==> config.mk <==
export PLATFORM = sky130hd
export DESIGN_NAME = iterative_divider_flat
export DESIGN_NICKNAME = d
export VERILOG_FILES = /design/src/rtl/iterative_divider_if.sv /design/src/rtl/iterative_divider.sv /design/src/flat_wrapper.sv
export SDC_FILE = /design/constraint.sdc
export NUM_CORES = 1
export LEC_CHECK = 0
export BUFFER_PORTS_ARGS = -buffer_cell sky130_fd_sc_hd__buf_2
export CAP_MARGIN = 10
export CORE_MARGIN = 8
export CORE_UTILIZATION = 40
export CTS_BUF_LIST = sky130_fd_sc_hd__clkbuf_16
export DETAILED_ROUTE_END_ITERATION = 10
export PLACE_DENSITY = 0.65
export SLEW_MARGIN = 20
export SYNTH_ARGS = -nofsm -noshare
export SYNTH_HDL_FRONTEND = slang
export SYNTH_SLANG_ARGS = --single-unit
==> constraint.sdc <==
create_clock -name clk -period 6.49 [get_ports clk]
set_input_delay 0.9735 -clock clk [delete_from_list [all_inputs] [get_ports clk]]
set_output_delay 0.9735 -clock clk [all_outputs]
set_load 0.02 [all_outputs]
==> src/rtl/iterative_divider_if.sv <==
// Request/result bundle for the iterative divider: the master issues start with
// operands, and the slave returns busy/done and the held results.
interface iterative_divider_if #(
    parameter int dividend_width = 16,
    parameter int divisor_width  = 8
);
    logic                      start;
    logic [dividend_width-1:0] dividend;
    logic [divisor_width-1:0]  divisor;
    logic                      busy;
    logic                      done;
    logic [dividend_width-1:0] quotient;
    logic [divisor_width-1:0]  remainder;
    logic                      div_by_zero;

    modport master (
        output start, dividend, divisor,
        input  busy, done, quotient, remainder, div_by_zero
    );

    modport slave (
        input  start, dividend, divisor,
        output busy, done, quotient, remainder, div_by_zero
    );
endinterface

==> src/rtl/iterative_divider.sv <==
// Restoring unsigned divider producing one quotient bit per clock. A zero
// divisor completes immediately with an all-ones quotient and a flag.
module iterative_divider #(
    parameter int dividend_width = 16,
    parameter int divisor_width  = 8
) (
    input  logic               clk,
    input  logic               rst_n,
    iterative_divider_if.slave div_if
);
    localparam int DW = dividend_width;
    localparam int VW = divisor_width;
    localparam int CW = $clog2(DW + 1);

    typedef enum logic {IDLE = 1'b0, RUN = 1'b1} state_t;

    state_t          r_state, w_next_state;
    logic [DW-1:0]   r_dvd;
    logic [VW-1:0]   r_dvs;
    logic [VW:0]     r_prem;
    logic [CW-1:0]   r_cnt;
    logic [DW-1:0]   r_quot;
    logic [VW-1:0]   r_rem;
    logic            r_dbz;
    logic            r_done;

    logic            w_accept, w_zero, w_finish;
    logic [VW+1:0]   w_shift;
    logic [VW:0]     w_diff;
    logic            w_qbit;
    logic [VW:0]     w_prem_nxt;
    logic [DW-1:0]   w_quot_nxt;

    // r_dvd shifts the dividend out at the top while quotient bits enter at the bottom.
    assign w_shift    = {r_prem, r_dvd[DW-1]};
    assign w_qbit     = (w_shift >= {2'b00, r_dvs});
    assign w_diff     = w_shift[VW:0] - {1'b0, r_dvs};
    assign w_prem_nxt = w_qbit ? w_diff : w_shift[VW:0];
    assign w_quot_nxt = {r_dvd[DW-2:0], w_qbit};

    always_ff @(posedge clk or negedge rst_n) begin
        if (!rst_n) r_state <= IDLE;
        else        r_state <= w_next_state;
    end

    always_comb begin
        w_next_state = r_state;
        w_accept     = 1'b0;
        w_zero       = 1'b0;
        w_finish     = 1'b0;
        case (r_state)
            IDLE: begin
                if (div_if.start) begin
                    if (div_if.divisor == '0) begin
                        w_zero = 1'b1;
                    end else begin
                        w_accept     = 1'b1;
                        w_next_state = RUN;
                    end
                end
            end
            RUN: begin
                if (r_cnt == CW'(1)) begin
                    w_finish     = 1'b1;
                    w_next_state = IDLE;
                end
            end
            default: w_next_state = IDLE;
        endcase
    end

    always_ff @(posedge clk or negedge rst_n) begin
        if (!rst_n) begin
            r_dvd  <= '0;
            r_dvs  <= '0;
            r_prem <= '0;
            r_cnt  <= '0;
            r_quot <= '0;
            r_rem  <= '0;
            r_dbz  <= 1'b0;
            r_done <= 1'b0;
        end else begin
            r_done <= w_finish | w_zero;
            if (w_accept) begin
                r_dvd  <= div_if.dividend;
                r_dvs  <= div_if.divisor;
                r_prem <= '0;
                r_cnt  <= CW'(DW);
            end else if (r_state == RUN) begin
                r_dvd  <= w_quot_nxt;
                r_prem <= w_prem_nxt;
                r_cnt  <= r_cnt - CW'(1);
            end
            if (w_finish) begin
                r_quot <= w_quot_nxt;
                r_rem  <= w_prem_nxt[VW-1:0];
                r_dbz  <= 1'b0;
            end else if (w_zero) begin
                r_quot <= '1;
                r_rem  <= '0;
                r_dbz  <= 1'b1;
            end
        end
    end

    assign div_if.busy        = (r_state == RUN);
    assign div_if.done        = r_done;
    assign div_if.quotient    = r_quot;
    assign div_if.remainder   = r_rem;
    assign div_if.div_by_zero = r_dbz;
endmodule

==> src/flat_wrapper.sv <==
// flat-port wrapper written by rule: the top's interface ports become plain ports
module iterative_divider_flat 
#(
    parameter int dividend_width = 16,
    parameter int divisor_width  = 8
)
  (clk, rst_n, div_if_start, div_if_dividend, div_if_divisor, div_if_busy, div_if_done, div_if_quotient, div_if_remainder, div_if_div_by_zero);
  iterative_divider_if #(.dividend_width(dividend_width), .divisor_width(divisor_width)) div_if_i ();
  input  logic clk;
  input  logic rst_n;
  input wire logic [$bits(div_if_i.start)-1:0] div_if_start;
  input wire logic [$bits(div_if_i.dividend)-1:0] div_if_dividend;
  input wire logic [$bits(div_if_i.divisor)-1:0] div_if_divisor;
  output wire logic [$bits(div_if_i.busy)-1:0] div_if_busy;
  output wire logic [$bits(div_if_i.done)-1:0] div_if_done;
  output wire logic [$bits(div_if_i.quotient)-1:0] div_if_quotient;
  output wire logic [$bits(div_if_i.remainder)-1:0] div_if_remainder;
  output wire logic [$bits(div_if_i.div_by_zero)-1:0] div_if_div_by_zero;
  assign div_if_i.start = div_if_start;
  assign div_if_i.dividend = div_if_dividend;
  assign div_if_i.divisor = div_if_divisor;
  assign div_if_busy = div_if_i.busy;
  assign div_if_done = div_if_i.done;
  assign div_if_quotient = div_if_i.quotient;
  assign div_if_remainder = div_if_i.remainder;
  assign div_if_div_by_zero = div_if_i.div_by_zero;
  iterative_divider #(.dividend_width(dividend_width), .divisor_width(divisor_width)) u_core (.clk(clk), .rst_n(rst_n), .div_if(div_if_i));
endmodule
==> results.py <==
metrics = {
    "setup_path": {
        "required_ns": 6.72,
        "cp_max_fo": 10,
        "cp.arrival_ns": 2.82,
        "startpoint_type": "flop",
        "crit_type": "flop to flop",
        "end_kind": "flop",
    },
    "timing": {
        "slew_viol_final": 0,
        "hold_viol": 0,
        "rsz0062_at_grt": "no",
        "clock_skew_ns": 0.01097,
        "max_slew.worst_pin.slew_ns": 0.8133,
        "relSlewSlack": 0.4565,
        "period_needed_ns": 2.588,
        "fin_crit_sh": 0.3988,
        "setup_tns_ns": 0,
        "timing.hold.ws_ns": 0.4792,
        "setup_viol": 0,
        "max_freq_mhz": 386.3,
    },
    "synthesis": {
        "synth.cell_area_sq_mm": 0.003209,
        "synth_seq_cells": 65,
        "synth_edf_count": 0,
        "yosys.area.top_type_share": 0.5068,
        "yosys.area.top_type": "dfrtp_1",
        "yosysUniqueCellTypes": 51,
        "syn_inst": 306,
        "syn_area_per_cell_sq_um": 10.49,
        "synthArstFlopShare": 1.000,
        "ys_top_cells_by_area": "dfrtp_1 51%, mux2i_1 6.9%, o21ai_0 4.7%, nand2_1 4.6%, o22a_1 4.1%",
        "synth-main-ff-cell": "dfrtp_1",
        "synth_seq_area_share": 0.5068,
        "yosysWarnings": 0,
        "syn-num-nets": 344,
    },
    "pwr": {
        "power_mw": 2.295,
        "pwr-share-clk": 0.199,
        "ir_worst_vdd_mv": 0.2306,
        "switching_share": 0.4128,
        "p_leak_nw": 1.795,
        "p_switching_uw": 947.4,
        "p_int_mw": 1.348,
        "p_comb_frac": 0.474,
        "pwr-share-seq": 0.327,
        "power.density_mw_per_mm2": 600.8,
    },
    "floorplan": {
        "placeableCoreArea_sq_mm": 0.007767,
        "initial_core_util": 0.4132,
        "dieArea_sq_mm": 0.01115,
        "die_h_um": 105.6,
        "die_x_um": 105.6,
        "pin_count": 54,
        "fp-row-count": 32,
    },
    "cts": {
        "clock_sinks": 65,
        "cts_tree": "built",
        "clock_latency_ns": 0.33,
        "cts-resized-gates": 0,
        "path_clk_slew_ns": 0.05,
        "cts_setup_buffers": 0,
        "cts-root-buf": "clkbuf_16",
        "numCtsBuffers": 9,
        "clockBufferDepth": 2,
        "htreeDepth": 3,
        "hold_buffers": 0,
    },
    "routing": {
        "remaining_drc_errors": 0,
        "vias": 2455,
        "vias_per_cell": 5.280,
        "drt_iter0_drc": 97,
        "drtPass1Iterations": 4,
        "wl_per_cell_um": 16.03,
        "wl_um": 7452,
        "antenna_left": 0,
    },
    "run_status": {
        "status": "finished, final reports clean",
    },
    "global_route": {
        "grt_max_degree": 66,
        "globalRoute.totalOverflow": 0,
        "grt_pass1_wl_um": 12750,
        "antenna_found_initial": 0,
        "grt_pass1_vias": 2587,
        "grt_usage": 0.1414,
    },
    "finish": {
        "drive_gt1_frac": 0.2231,
        "final_common_cell": "dfrtp_1",
        "most-common-layout-cells": "65 x dfrtp_1, 53 x buf_2, 39 x nand2_1",
        "num_antenna_cells": 0,
        "syn_to_final_growth_pct": 19.03,
        "finalInstanceArea_sq_mm": 0.003820,
        "finalNetCount": 396,
        "fillers": 765,
    },
    "min_path": {
        "hold_class": "flop to flop",
    },
    "place": {
        "dpl_cell_area_sq_mm": 0.003541,
        "numPortBuffers": 53,
        "dp_hpwl_um": 5295,
        "place.gp.congestion": 0.7774,
    },
    "flow_run": {
        "maxCapViolations": 0,
    },
}
-- worst max-delay path, cell delays in order (launching register included) --
cell and delay [ns]:
dfrtp_1 0.37, inv_1 0.07, ha_1 0.15, inv_1 0.05, fa_1 0.40, nand3_1 0.22, a21boi_4 0.10, nor4b_4 0.59
mux2_1 0.39, o21ai_0 0.14
-- metal layers --
metal | wire, um | share of wire | GRT usage
met1 | 3389 | 0.45 | 0.1732
met2 | 3535 | 0.47 | 0.2257
met3 | 363 | 0.049 | 0.04202
met4 | 163 | 0.022 | 0.06332
met5 | 0 | 0 | 0
-- state kept, by name (all words and copies together) (netlist names), 5 cells and up --
| signal | cells |
|---|---|
| u_core.div_if.remainder | 8 |
| u_core.r_cnt | 5 |
| u_core.div_if.quotient | 16 |
| u_core.r_dvs | 8 |
| u_core.r_prem | 9 |
| u_core.r_dvd | 16 |
-- cells by family after synthesis --
kind of cell / synth area share
AOI/OAI and AO/OA: 0.1680
xor gates and xnor gates: 0.01364
adders and majority gates: 0.04522
buffers and inverters: 0.04249
DFF: 0.5068
muxes: 0.07563
and+or+nand+nor: 0.1481
-- worst paths after layout --
path / start / end / slack (ns) / depth (start not counted)
max: u_core.r_dvd[15]$_DFFE_PN0P_ / u_core.div_if.remainder[0]$_DFFE_PN0P_ / 3.90 / 9
min: u_core.div_if.quotient[2]$_DFFE_PN0P_ / u_core.div_if.quotient[2]$_DFFE_PN0P_ / 0.48 / 1
max reg2reg: u_core.r_dvd[15]$_DFFE_PN0P_ / u_core.div_if.remainder[0]$_DFFE_PN0P_ / 3.90 / 9
min reg2reg: u_core.div_if.quotient[2]$_DFFE_PN0P_ / u_core.div_if.quotient[2]$_DFFE_PN0P_ / 0.48 / 1
max in group asynchronous: rst_n / u_core.div_if.remainder[4]$_DFFE_PN0P_ / 5.13 / 2
min in group asynchronous: rst_n / u_core.r_dvd[4]$_DFFE_PN0P_ / 0.81 / 2
-- cell type report --
type                       count  area [sq um]  area share
clock buffer                   9         225.2     0.05896
clock inverter                 7         53.80     0.01408
multi-input combinational    213          1450      0.3796
sequential                    65          1627      0.4258
inverter                      13         48.80     0.01277
timing repair buffer          56         287.8     0.07534
tap                          102         127.6     0.03341
-- Yosys cell counts, drive strengths merged (2+ instances only) --
master and number:
a211oi 3, a21oi 7, a32oi 2, and2 2, and4 3, buf 6, clkbuf 9, dfrtp 65
ha 10, inv 13, mux2 2, mux2i 22, nand2 39, nand2b 5, nand3 11, nor2 15
nor3 6, nor4b 2, o21ai 42, o22a 15, o31ai 2, or4 2, or4b 2, xor2 5
-- power by group through the flow --
stage	Clock [mW]	Sequential (mW)	Combinational [mW]
global route	0.482	0.779	1.23
global placement	0	0.755	1.06
CTS	0.465	0.753	1.10
finish	0.456	0.750	1.09
detailed placement	0	0.757	1.10
floorplan	0	0.810	0.766
-- stage by stage --
stage	instances	setup WS, ns	util
global route	465	3.674	0.4918
floorplan	306	4.101	-
global placement	449	3.829	0.4559
CTS	465	3.874	0.4918
finish	465	3.902	0.4918
detailed placement	449	3.764	0.4559
No activity file was read; power rests on OpenSTA's default activity.
